<file path="config.mk">
export PLATFORM = sky130hd
export DESIGN_NAME = mem_cmd_responder
export DESIGN_NICKNAME = d
export VERILOG_FILES = /design/src/rtl/mem_cmd_responder_pkg.sv /design/src/rtl/mem_cmd_responder_byte_ram.sv /design/src/rtl/mem_cmd_responder.sv
export SDC_FILE = /design/constraint.sdc
export NUM_CORES = 1
export LEC_CHECK = 0
export BUFFER_PORTS_ARGS = -buffer_cell sky130_fd_sc_hd__buf_2
export CAP_MARGIN = 20
export CORE_AREA = 2 2 136 138
export CTS_CLUSTER_DIAMETER = 80
export DETAILED_ROUTE_END_ITERATION = 10
export DIE_AREA = 0 0 138 140
export SYNTH_ARGS = -nofsm -noshare
export SYNTH_HDL_FRONTEND = slang
export SYNTH_HIERARCHICAL = 1
export SYNTH_SLANG_ARGS = --single-unit
export TNS_END_PERCENT = 100
</file>
<file path="constraint.sdc">
create_clock -name clk_i -period 2.7 [get_ports clk_i]
set_input_delay 0 -clock clk_i [delete_from_list [all_inputs] [get_ports clk_i]]
set_output_delay 0 -clock clk_i [all_outputs]
set_load 0.005 [all_outputs]
</file>
<file path="src/rtl/mem_cmd_responder_pkg.sv">
// Command codes, FSM states and default geometry shared by the responder
// and the verification FSM that drives it.
package mem_cmd_responder_pkg;
   localparam int DEF_ADDR_W = 16;
   localparam int DEF_DATA_W = 8;
   localparam int DEF_DEPTH  = 16;

   localparam logic [7:0] CMD_READ  = 8'h00;
   localparam logic [7:0] CMD_WRITE = 8'h01;

   typedef enum logic [2:0] {
      S_IDLE,
      S_WR_WAIT,
      S_RD_REQ,
      S_RD_DATA,
      S_TX_SEND,
      S_TX_GUARD,
      S_TX_WAIT
   } state_t;

   function automatic logic cmd_legal(input logic [7:0] cmd);
      return (cmd == CMD_READ) || (cmd == CMD_WRITE);
   endfunction
endpackage

</file>
<file path="src/rtl/mem_cmd_responder_byte_ram.sv">
// Byte memory: synchronous write, registered read (data valid one cycle after address).
// Contents are deliberately not reset so test data survives a responder reset.
module mem_cmd_responder_byte_ram #(
   parameter int DATA_W = 8,
   parameter int DEPTH  = 16,
   parameter int AW     = $clog2(DEPTH)
) (
   input  logic              clk_i,
   input  logic              we_i,
   input  logic [AW-1:0]     addr_i,
   input  logic [DATA_W-1:0] wdata_i,
   output logic [DATA_W-1:0] rdata_o
);
   logic [DATA_W-1:0] mem_q [DEPTH];
   logic [DATA_W-1:0] rdata_q;

   always_ff @(posedge clk_i) begin
      if (we_i) begin
         mem_q[addr_i] <= wdata_i;
      end
      rdata_q <= mem_q[addr_i];
   end

   assign rdata_o = rdata_q;
endmodule

</file>
<file path="src/rtl/mem_cmd_responder.sv">
// Executes one read/write command over an inclusive address range between the UART and byte memory.
// Writes pace on rx_valid; reads emit tx_start three cycles after RD_REQ entry and pace on tx_busy.
module mem_cmd_responder
   import mem_cmd_responder_pkg::*;
#(
   parameter int ADDR_W = DEF_ADDR_W,
   parameter int DATA_W = DEF_DATA_W,
   parameter int DEPTH  = DEF_DEPTH
) (
   input  logic              clk_i,
   input  logic              rst_i,
   input  logic              cmd_valid_i,
   input  logic [7:0]        command_i,
   input  logic [ADDR_W-1:0] start_addr_i,
   input  logic [ADDR_W-1:0] end_addr_i,
   output logic              cmd_ready_o,
   input  logic              rx_valid_i,
   input  logic [DATA_W-1:0] rx_data_i,
   output logic              tx_start_o,
   output logic [DATA_W-1:0] tx_data_o,
   input  logic              tx_busy_i,
   output logic              rx_done_o,
   output logic              tx_done_o,
   output logic              err_o
);
   localparam int AW = $clog2(DEPTH);

   state_t            state_q;
   logic [ADDR_W-1:0] addr_q;
   logic [ADDR_W-1:0] addr_d;
   logic [ADDR_W-1:0] end_q;
   logic [DATA_W-1:0] tx_data_q;
   logic [DATA_W-1:0] ram_rdata;
   logic              tx_start_q;
   logic              rx_done_q;
   logic              tx_done_q;
   logic              err_q;
   logic              ram_we;
   logic              cmd_bad;

   assign addr_d  = addr_q + ADDR_W'(1);
   assign ram_we  = (state_q == S_WR_WAIT) && rx_valid_i;
   // Validating the range up front guarantees addr_q never runs past end_q or DEPTH.
   assign cmd_bad = (end_addr_i < start_addr_i) ||
                    (end_addr_i >= ADDR_W'(DEPTH)) ||
                    !cmd_legal(command_i);

   mem_cmd_responder_byte_ram #(
      .DATA_W (DATA_W),
      .DEPTH  (DEPTH),
      .AW     (AW)
   ) u_ram (
      .clk_i   (clk_i),
      .we_i    (ram_we),
      .addr_i  (addr_q[AW-1:0]),
      .wdata_i (rx_data_i),
      .rdata_o (ram_rdata)
   );

   always_ff @(posedge clk_i) begin
      if (rst_i) begin
         state_q    <= S_IDLE;
         addr_q     <= '0;
         end_q      <= '0;
         tx_data_q  <= '0;
         tx_start_q <= 1'b0;
         rx_done_q  <= 1'b0;
         tx_done_q  <= 1'b0;
         err_q      <= 1'b0;
      end else begin
         tx_start_q <= 1'b0;
         rx_done_q  <= 1'b0;
         tx_done_q  <= 1'b0;
         err_q      <= 1'b0;
         case (state_q)
            S_IDLE: begin
               if (cmd_valid_i) begin
                  addr_q <= start_addr_i;
                  end_q  <= end_addr_i;
                  if (cmd_bad) begin
                     err_q <= 1'b1;
                  end else if (command_i == CMD_WRITE) begin
                     state_q <= S_WR_WAIT;
                  end else begin
                     state_q <= S_RD_REQ;
                  end
               end
            end
            S_WR_WAIT: begin
               if (rx_valid_i) begin
                  if (addr_q == end_q) begin
                     rx_done_q <= 1'b1;
                     state_q   <= S_IDLE;
                  end else begin
                     addr_q <= addr_d;
                  end
               end
            end
            S_RD_REQ: state_q <= S_RD_DATA;
            S_RD_DATA: begin
               tx_data_q <= ram_rdata;
               state_q   <= S_TX_SEND;
            end
            S_TX_SEND: begin
               if (!tx_busy_i) begin
                  tx_start_q <= 1'b1;
                  state_q    <= S_TX_GUARD;
               end
            end
            // Transmitter raises busy one cycle late; skip sampling it here.
            S_TX_GUARD: state_q <= S_TX_WAIT;
            S_TX_WAIT: begin
               if (!tx_busy_i) begin
                  if (addr_q == end_q) begin
                     tx_done_q <= 1'b1;
                     state_q   <= S_IDLE;
                  end else begin
                     addr_q  <= addr_d;
                     state_q <= S_RD_REQ;
                  end
               end
            end
            default: state_q <= S_IDLE;
         endcase
      end
   end

   assign cmd_ready_o = (state_q == S_IDLE);
   assign tx_start_o  = tx_start_q;
   assign tx_data_o   = tx_data_q;
   assign rx_done_o   = rx_done_q;
   assign tx_done_o   = tx_done_q;
   assign err_o       = err_q;
endmodule

</file>
==> impl_metrics.yaml <==
timing:
  skew_ns: 0.0109
  finalCritPeriodShare_pct: 85.7
  slew-limit-headroom_pct: 37.9
  fin_setup_tns_ns: 0
  worst-slew-pin-transition_ns: 0.931
  setup_slack_ns: 0.386
  rsz0062_at_grt: "no"
  fmax_ghz: 0.432
  final-max-slew-violation-count: 0
  hold_violations: 0
  setup_viol: 0
  finalCriticalPeriod_ns: 2.31
layout:
  num-fill-cells: 1481
  area.growth.synth_to_final_pct: 19.8
  multiInputGateArea_um2: 2720
  drive_gt1_share_pct: 23.1
  seq_area_um2: 4950
  final_nets: 782
  antenna_cells: 0
yosys:
  async_flop_share_pct: 0
  synth_top_family_by_area: "simple AND/OR/NAND/NOR gates"
  synth_cell_types: 53
  synthTopCellsByArea: "edfxtp_1 (49%), dfxtp_1 (14%), mux4_2 (9.1%), nand2_1 (4.2%), a21oi_1 (2.8%)"
  synth_adder_area_share_pct: 2.53
  yosysTopAreaCell: "edfxtp_1"
  synth_compound_area_share_pct: 9.26
  synth.top_cell.area_share_pct: 48.5
  seq_area_frac_synth_pct: 62.4
  synth_warnings: 6
  ys_ff_latch: 183
  synth_edf_count: 128
  syn_area_um2: 7920
  synth_nets: 670
  synthMuxAreaShare_pct: 10.0
  avgSynthCellArea_um2: 13.2
  synth_xor_xnor_area_share_pct: 1.77
  synthSimpleGateAreaFrac_pct: 10.7
  netlist_instances: 601
  synth_ff_type: "edfxtp_1"
route:
  wirelength_mm: 17.8
  vias_per_cell: 5.48
  vias: 5229
  wire_per_inst_um: 18.7
  ant_nets: 0
  first_pass_iters: 4
  drc: 0
  drtIter0Drc: 534
place:
  place_ws_ns: 0.424
  port_buffers: 65
  dp.final_hpwl_mm: 12.0
  gp_congestion: 0.857
clocking:
  clock_path_buffers: 2
  root_buffer: "clkbuf_16"
  cts_resized: 0
  cts_tree: "built"
  clkTransAtPathRegs_ns: 0.08
  cts.sink_count: 183
  clk_latency_ns: 0.42
  cts-buffers-inserted: 17
  htreeDepth: 4
power:
  leakagePower_nw: 3.45
  cellPowerDensity_nw_per_um2: 626
  peakVddDrop_uv: 450
critical_path:
  critical_path_arrival_ns: 2.65
  regToRegEndpoint: "addr_q[8]"
  crit_start: "state_q[0]"
  r2r_slack_ns: 0.39
  cp_max_fo: 19
  crit_slowest_cell: "o21a_1"
  ff2ff_path_depth: 5
  path_cells: "inv_1 -> mux2_4 -> o21a_1 -> a21oi_1 -> a211oi_2"
  crit_end: "addr_q[8]"
  cp.required_ns: 3.03
  r2r_start: "state_q[0]"
  max_stage_delay_ns: 0.70
  critPathCaptureType: "flip-flop"
  critPathKind: "reg2reg"
  start_kind: "flip-flop"
grt:
  grt_overflow_total: 0
  grt_pass1_wl_mm: 28.2
  grt_antenna_before_repair: 0
  track_usage_pct: 18.9
  grt_util_met1_pct: 24.5
  top_usage_layer: "met2"
  grt_max_degree: 48
  grtUsageMet2_pct: 31.8
  grt_pass1_vias: 5232
  use_met3_pct: 3.69
hold_path:
  hold_class: "in2reg"
floorplan:
  fp-row-count: 49
  start_util_pct: 44.5
  die-area_um2: 19300
  die_y_um: 140
  core_area_um2: 17800
  fp.dieW_um: 138
  io-pin-count: 66
status:
  status: "finished clean"
run:
  drv_cap: 0
-- Yosys cell counts (6+ instances only) --
cell type and count:
a21oi_1 44, mux4_2 32, nand2b_1 6, mux2i_1 6
buf_2 7, nand2_1 89, inv_1 19, nor2_1 30
a22oi_1 16, buf_6 6, o21ai_0 10, clkbuf_1 14
nor4_1 9, ha_1 16, nor3_1 6, o21ai_1 6
nand3_1 16, dfxtp_1 55, nand4_1 9, xor2_1 16
edfxtp_1 128, buf_1 6
-- flip-flops by register name (all words and copies together) (netlist names) --
register	cells
u_ram/mem_q	128
addr_q	16
end_q	16
tx_data_o	8
u_ram/rdata_o	8
state_q	3
err_o	1
rx_done_o	1
tx_done_o	1
tx_start_o	1
-- worst min-delay path by stage --
stage                          start          to  slack, ns  cells past startpoint
floorplan                  tx_busy_i  tx_start_o       0.08                      1
global placement       end_addr_i[0]    end_q[0]       0.25                      3
detailed placement     end_addr_i[0]    end_q[0]       0.25                      3
CTS                  start_addr_i[6]   addr_q[6]      0.003                      3
global route         start_addr_i[6]   addr_q[6]       0.01                      3
finish              start_addr_i[13]  addr_q[13]       0.03                      3
-- metal layers --
layer / part of all wire, % / wire length, µm
met1: 44 / 7880
met2: 50 / 8990
met3: 3.9 / 701
met4: 1.5 / 269
met5: 0 / 0
-- cells in the final DEF (no fill, tap or decap), types with 4 or more instances in the layout --
cell           netlist  final
a211oi_2             5      5
a21oi_1             44     44
a22oi_1             16     16
a31oi_1              4      4
buf_2                7     65
buf_4                0     25
clkbuf_16            0     17
dfxtp_1             55     53
dlygate4sd3_1        0     36
edfxtp_1           128    128
ha_1                16     16
inv_1               19     19
inv_6                0      4
inv_8                0      6
mux2i_1              6      6
mux4_2              32     32
nand2_1             89     89
nand2b_1             6      6
nand3_1             16     16
nand4_1              9      9
nor2_1              30     30
nor3_1               6      6
nor4_1               9      9
o21ai_0             10     10
o21ai_1              6      6
or3_1                5      5
xor2_1              16     16
-- area by class of cell --
type | count | area share, %
clock buffers | 17 | 4.48
clock inverters | 15 | 1.53
inverters | 19 | 0.752
multi-input cells | 365 | 28.7
flip-flops and latches | 183 | 52.1
well taps | 229 | 3.02
repair buffers | 127 | 9.41
-- critical path, delay by kind of cell, from the launching register on --
family	cells	cell delay, ns
DFF	1	0.61
AOI/OAI and AO/OA	3	1.12
muxes	1	0.26
buffers and inverters	1	0.24
-- cells by family after synthesis --
logic type / Yosys count
buf+inv: 53
xor+xnor: 16
flops: 183
simple gates: 185
fa+ha+maj: 16
compound gates: 109
mux: 39
-- what timing repair did --
action	in CTS	in global routing
hold endpoints to repair	154	0
hold buffers	36	0
buffers inserted	0	0
-- metrics by stage --
step | cell area [µm²] | instances | util [%] | hold slack [ns] | power, mW
5_1_grt | 9490 | 955 | 53.4 | 0.0142 | 6.16
6_report | 9490 | 955 | 53.4 | 0.0284 | 5.94
3_5_place_dp | 8560 | 887 | 48.1 | 0.255 | 3.55
4_1_cts | 9490 | 955 | 53.4 | 0.00290 | 5.99
3_3_place_gp | 8560 | 887 | 48.1 | 0.254 | 3.54
2_1_floorplan | 7920 | 601 | - | 0.0775 | 3.38
-- power by group --
part | switching (mW) | total (mW) | internal, mW
clock | 1.14 | 2.41 | 1.27
sequential | 0.0367 | 3.08 | 3.04
combinational | 0.247 | 0.451 | 0.203
No activity file was read; power rests on OpenSTA's default activity.
